## src/rtl/pdshank_pkg.sv

```systemverilog
// Shared definitions for the pixel-shank readout path: word layout, row size, CDS phase.
// Latency: n/a (package).
// Backpressure: n/a.
package pdshank_pkg;

  localparam int IDX_MSB  = 15;
  localparam int IDX_LSB  = 12;
  localparam int FLAG_BIT = 11;
  localparam int DATA_W   = 10;
  localparam int NPIX     = 10;

  // SIG collects the signal half of a row, RST pairs reset words against it.
  typedef enum logic {
    ST_SIG = 1'b0,
    ST_RST = 1'b1
  } cds_state_t;

endpackage

```

## src/rtl/cds_sig_buf.sv

```systemverilog
// Per-pixel signal-sample store: one write port, one combinational read port.
// Latency: write visible the cycle after wr_en, read is combinational.
// Backpressure: none; contents are not reset.
module cds_sig_buf #(
  parameter int NPIX = 10,
  parameter int DW   = 10
) (
  input  logic          clk_in,
  input  logic          wr_en,
  input  logic [3:0]    wr_idx,
  input  logic [DW-1:0] wr_data,
  input  logic [3:0]    rd_idx,
  output logic [DW-1:0] rd_data
);

  logic [DW-1:0] mem [NPIX];

  // Capture a signal sample into its pixel slot.
  always_ff @(posedge clk_in) begin
    if (wr_en) begin
      mem[wr_idx] <= wr_data;
    end
  end

  assign rd_data = mem[rd_idx];

endmodule

```

## src/rtl/cds_row_subtract.sv

```systemverilog
// Correlated double sampling: emits (reset - signal) per pixel as reset words arrive.
// Latency: 1 cycle din_valid -> dout_valid.
// Backpressure: none; fifo_full drops the word, sets err_ovf, sequence keeps advancing.
module cds_row_subtract
  import pdshank_pkg::*;
#(
  parameter int NPIX = pdshank_pkg::NPIX,
  parameter int DW   = pdshank_pkg::DATA_W
) (
  input  logic        clk_in,
  input  logic        cds_rst,
  input  logic [15:0] din,
  input  logic        din_valid,
  input  logic        bypass,
  input  logic        fifo_full,
  input  logic        clear_err,
  output logic [15:0] dout,
  output logic        dout_valid,
  output logic [9:0]  row_count,
  output logic [9:0]  frame_count,
  output logic        err_seq,
  output logic        err_ovf
);

  localparam logic [3:0] LAST_IDX = 4'(NPIX - 1);

  cds_state_t    state, state_nxt, eff_state;
  logic [3:0]    exp_idx, exp_nxt, eff_exp;
  logic          resync;     // a bypass episode happened; next CDS word must start a row
  logic          prev_flag;  // frame flag of the last accepted CDS word

  logic [3:0]    idx;
  logic          flag;
  logic [DW-1:0] data;
  logic [DW-1:0] sig_rd;
  logic [DW:0]   diff;

  logic act, match, accepted, buf_we, emit_cds, row_inc, seq_err, frame_start;
  logic out_req, out_go;

  assign idx  = din[IDX_MSB:IDX_LSB];
  assign flag = din[FLAG_BIT];
  assign data = din[DW-1:0];

  // After bypass the row in progress is abandoned: view the FSM as a fresh SIG idx 0.
  assign eff_state = resync ? ST_SIG : state;
  assign eff_exp   = resync ? 4'd0 : exp_idx;

  assign act   = din_valid && !bypass;
  assign match = (idx <= LAST_IDX) && (idx == eff_exp);
  assign diff  = {1'b0, data} - {1'b0, sig_rd};

  cds_sig_buf #(.NPIX(NPIX), .DW(DW)) u_sig_buf (
    .clk_in  (clk_in),
    .wr_en   (buf_we),
    .wr_idx  (idx),
    .wr_data (data),
    .rd_idx  (idx),
    .rd_data (sig_rd)
  );

  // Next-state: phase/index tracking, mismatch recovery and event strobes.
  always_comb begin
    state_nxt = state;
    exp_nxt   = exp_idx;
    buf_we    = 1'b0;
    emit_cds  = 1'b0;
    row_inc   = 1'b0;
    seq_err   = 1'b0;
    accepted  = 1'b0;
    if (act) begin
      if (match) begin
        accepted = 1'b1;
        if (eff_state == ST_SIG) begin
          buf_we = 1'b1;
          if (idx == LAST_IDX) begin
            state_nxt = ST_RST;
            exp_nxt   = 4'd0;
          end else begin
            state_nxt = ST_SIG;
            exp_nxt   = idx + 4'd1;
          end
        end else begin
          emit_cds = 1'b1;
          if (idx == LAST_IDX) begin
            row_inc   = 1'b1;
            state_nxt = ST_SIG;
            exp_nxt   = 4'd0;
          end else begin
            state_nxt = ST_RST;
            exp_nxt   = idx + 4'd1;
          end
        end
      end else begin
        seq_err   = 1'b1;
        state_nxt = ST_SIG;
        exp_nxt   = 4'd0;
        if (idx == 4'd0) begin
          // Out-of-order idx 0 is taken as the start of a new row.
          accepted = 1'b1;
          buf_we   = 1'b1;
          exp_nxt  = 4'd1;
        end
      end
    end
  end

  assign frame_start = buf_we && (idx == 4'd0) && flag && !prev_flag;
  assign out_req     = emit_cds || (din_valid && bypass);
  assign out_go      = out_req && !fifo_full;

  // FSM registers and bypass resync tracking.
  always_ff @(posedge clk_in) begin
    if (cds_rst) begin
      state     <= ST_SIG;
      exp_idx   <= 4'd0;
      resync    <= 1'b0;
      prev_flag <= 1'b0;
    end else begin
      state   <= state_nxt;
      exp_idx <= exp_nxt;
      if (bypass) begin
        resync <= 1'b1;
      end else if (din_valid) begin
        resync <= 1'b0;
      end
      if (accepted) begin
        prev_flag <= flag;
      end
    end
  end

  // Row/frame counters; a frame start restarts the row count.
  always_ff @(posedge clk_in) begin
    if (cds_rst) begin
      row_count   <= 10'd0;
      frame_count <= 10'd0;
    end else if (frame_start) begin
      frame_count <= frame_count + 10'd1;
      row_count   <= 10'd0;
    end else if (row_inc) begin
      row_count <= row_count + 10'd1;
    end
  end

  // Output register and sticky error flags (a new event beats clear_err).
  always_ff @(posedge clk_in) begin
    if (cds_rst) begin
      dout       <= 16'd0;
      dout_valid <= 1'b0;
      err_seq    <= 1'b0;
      err_ovf    <= 1'b0;
    end else begin
      dout_valid <= out_go;
      if (out_go) begin
        dout <= bypass ? din : {idx, flag, diff};
      end
      err_seq <= seq_err || (err_seq && !clear_err);
      err_ovf <= (out_req && fifo_full) || (err_ovf && !clear_err);
    end
  end

endmodule
```

## config.mk

```make
export PLATFORM = sky130hd
export DESIGN_NAME = cds_row_subtract
export DESIGN_NICKNAME = d
export VERILOG_FILES = /design/src/rtl/pdshank_pkg.sv /design/src/rtl/cds_sig_buf.sv /design/src/rtl/cds_row_subtract.sv
export SDC_FILE = /design/constraint.sdc
export NUM_CORES = 1
export LEC_CHECK = 0
export ABC_AREA = 1
export CAP_MARGIN = 25
export CORE_ASPECT_RATIO = 1.1
export CORE_MARGIN = 4
export CORE_UTILIZATION = 57
export CTS_CLUSTER_SIZE = 8
export DETAILED_ROUTE_END_ITERATION = 10
export PLACE_DENSITY = 0.79
export SLEW_MARGIN = 0
export SYNTH_ARGS = -nofsm -noshare
export SYNTH_HDL_FRONTEND = slang
export SYNTH_SLANG_ARGS = --single-unit
```

## constraint.sdc

```tcl
create_clock -name clk_in -period 4.1 [get_ports clk_in]
set_input_delay 1.025 -clock clk_in [delete_from_list [all_inputs] [get_ports clk_in]]
set_output_delay 1.025 -clock clk_in [all_outputs]
set_load 0.1 [all_outputs]
```

==> run summary <==
Outcome = completed
Clock sink total = 146
Chip width = 110 um
Sequential share of the synthesized area = 60.1%
DRC errors left = 0
Startpoint Class = input pin
Cell Count Post-Placement = 874
Reg clk slew, reported paths = 0.06 ns
EDFF count, synth = 100
Diodes inserted = 0
Hpwl dp = 11000 um
Largest net degree at the start of global routing = 30
CP Capture Type = register
First-pass GRT wire length = 25400 um
Post-CTS Hold Fix Bufs = 0
Netlist cell types = 34
Slew Limit Fails = 0
Gpl congestion = 0.937
Multi-input logic area = 2280 um^2
Peak VDD IR = 0.000276 V
Leak = 3.03 nW
Vias in the first global route = 5116
Port Buffers = 60
Die height = 120 um
Drt via density = 5.74
Clock root buffer = clkbuf_16
Initial antenna violation count = 0
Setup violations, final = 0
Total wire length = 16100 um
Max-cap violation count = 0
HP Class = register to register
Fraction of registers with async set/reset = 0%
Clock share of power = 45.9%
Area occupied by registers = 3920 um^2
Clock Latency Late Sink = 0.42 ns
Final nets = 782
GRT overflow = 0
I/O pin cnt = 61
DIE AREA = 13200 um^2
Overall Global Routing Usage = 25.3%
Drt wl/cell = 17.8 um
Sequential Power Share = 44.0%
Hold violation count in the final report = 0
Mapped Nets = 690
Rows = 40
Slew headroom = 33.3%
Area share of the largest cell type after synthesis = 46.0%
Internal power = 0.00278 W
Place WS = 0.0266 ns
Yosys reg bits = 146
Clock tree buffer depth = 2
TritonRoute pass-1 iters = 5
RSZ-0062 raised after global routing = false
Core Box Area = 11100 um^2
WP data arrival = 4.09 ns
Sw Ratio = 23.1%
YS warnings = 0
Fmax = 267 MHz
Post-synth top flop = edfxtp_1
Postcts setup bufs = 0
Non-Filler Instances = 906
Vias = 5197
Kind of critical path = input pin to register
Top-count cell post-synth = nand2_1
TritonCTS clock tree = yes
Clk_skew = 0.0143 ns
Minimum clock period = 3.74 ns
Share of cells above drive strength 1 = 11.2%
Final setup margin = 0.359 ns
CTS Buf Count = 17
Worst-Margin Slew = 0.998 ns
Worst EP required = 4.45 ns
Iter 0 DRT Violations = 429
Setup TNS = 0 ns
CP max FO = 13
Synthesis-to-finish area growth = 24.4%
Gate power share = 10.1%
Crit share post-route = 91.3%
H-tree depth = 4
Routed Antenna Nets = 0
Initial Util = 59.1%
Gate Count Post-Synth = 654
Number of fillers in the final layout = 732
Sw power = 0.000834 W
Syn Std Cell Area = 6530 um^2
Pwr/cell area = 444 nW/um^2
Hold WS = 0.471 ns
Dominant cell type by area after synthesis = edfxtp_1
Area contributors post-synth = edfxtp_1, dfxtp_1, nand2_1
Resized Gates After CTS = 0
Synth Area per Inst = 9.99 um^2
Top cells by count, synth = nand2_1, edfxtp_1, nor2_1
==> metal layers <==
layer	GRT usage, %	vias up	part of all wire [%]
met5	0	-	0
met4	12.2	0	2.7
met3	5.18	30	6.9
li1	-	2441	-
met2	42.4	233	51
met1	31.0	2493	39
==> path summary, 6_finish.rpt <==
path	start	endpoint	slack, ns	cells after the start
hold / removal	err_ovf	err_ovf	0.47	2
setup reg to reg	u_sig_buf.mem[7][0]	dout[10]	1.60	15
setup / recovery	din[13]	dout[3]	0.36	15
hold reg to reg	err_ovf	err_ovf	0.47	2
==> cells by family after synthesis <==
logic type               after synthesis  synth area share (%)
adder cells (fa/ha/maj)               14                  2.80
AO/OA/AOI/OAI                        122                  11.2
flip-flops                           146                  60.1
XOR/XNOR                              20                  2.68
buffers and inverters                 84                  5.09
AND/OR/NAND/NOR                      268                  18.2
==> stage by stage <==
stage                     instance area (um^2)  util (%)  power (W)
final                                     8130      73.5    0.00361
after global routing                      8130      73.5    0.00373
after CTS                                 8130      73.5    0.00363
after detailed placement                  7490      67.7    0.00198
after global placement                    7490      67.7    0.00197
after floorplan                           6530         -    0.00185
==> cells in the final DEF, fill, tap and decap left out, types with 5 or more instances in the layout <==
master,synthesis,final
inv_2,5,5
xor2_1,9,9
ha_1,13,13
nor2_1,65,65
buf_4,2,37
xnor2_1,11,11
nor3_1,18,18
a21oi_1,49,49
inv_1,54,54
edfxtp_1,100,100
dfxtp_1,46,46
clkbuf_16,0,17
o21ai_0,28,28
clkdlybuf4s50_1,0,60
a22oi_1,40,40
nand4_1,7,7
nand3_1,34,34
nand2_1,129,129
bufinv_16,0,5
==> registers in the layout, indices dropped and copies added (netlist names) <==
name and flops:
err_ovf 1, dout_valid 1, frame_count 10, resync 1, dout 16, state 1, row_count 10, exp_idx 4
err_seq 1, prev_flag 1, u_sig_buf.mem 100
==> power by group through the flow <==
stage               Sequential (W)  Clock (W)  Combinational [W]
finish                     0.00159    0.00166           0.000364
global route               0.00159    0.00175           0.000394
CTS                        0.00159    0.00168           0.000360
detailed placement         0.00162          0           0.000357
global placement           0.00162          0           0.000348
floorplan                  0.00168          0           0.000170
==> cell type report <==
type	instances	area share, %
inverters	60	2.79
repair buffers	97	10.8
clock inverters	14	2.59
flip-flops and latches	146	48.3
multi-input cells	424	28.0
clock buffers	18	5.28
well taps	147	2.26
==> worst max-delay path, cell delays in order <==
cell and delay [ns]:
clkdlybuf4s50_1 0.55, inv_2 0.11, nor2_1 0.04, buf_4 0.20, buf_4 0.19, a22oi_1 0.25
a21oi_1 0.11, nor3_1 0.25, ha_1 0.34, a21oi_1 0.20, nand2_1 0.13, xnor2_1 0.15
o21ai_0 0.27, o21ai_0 0.15, nor2_1 0.13
(Power assumes the default switching activity.)
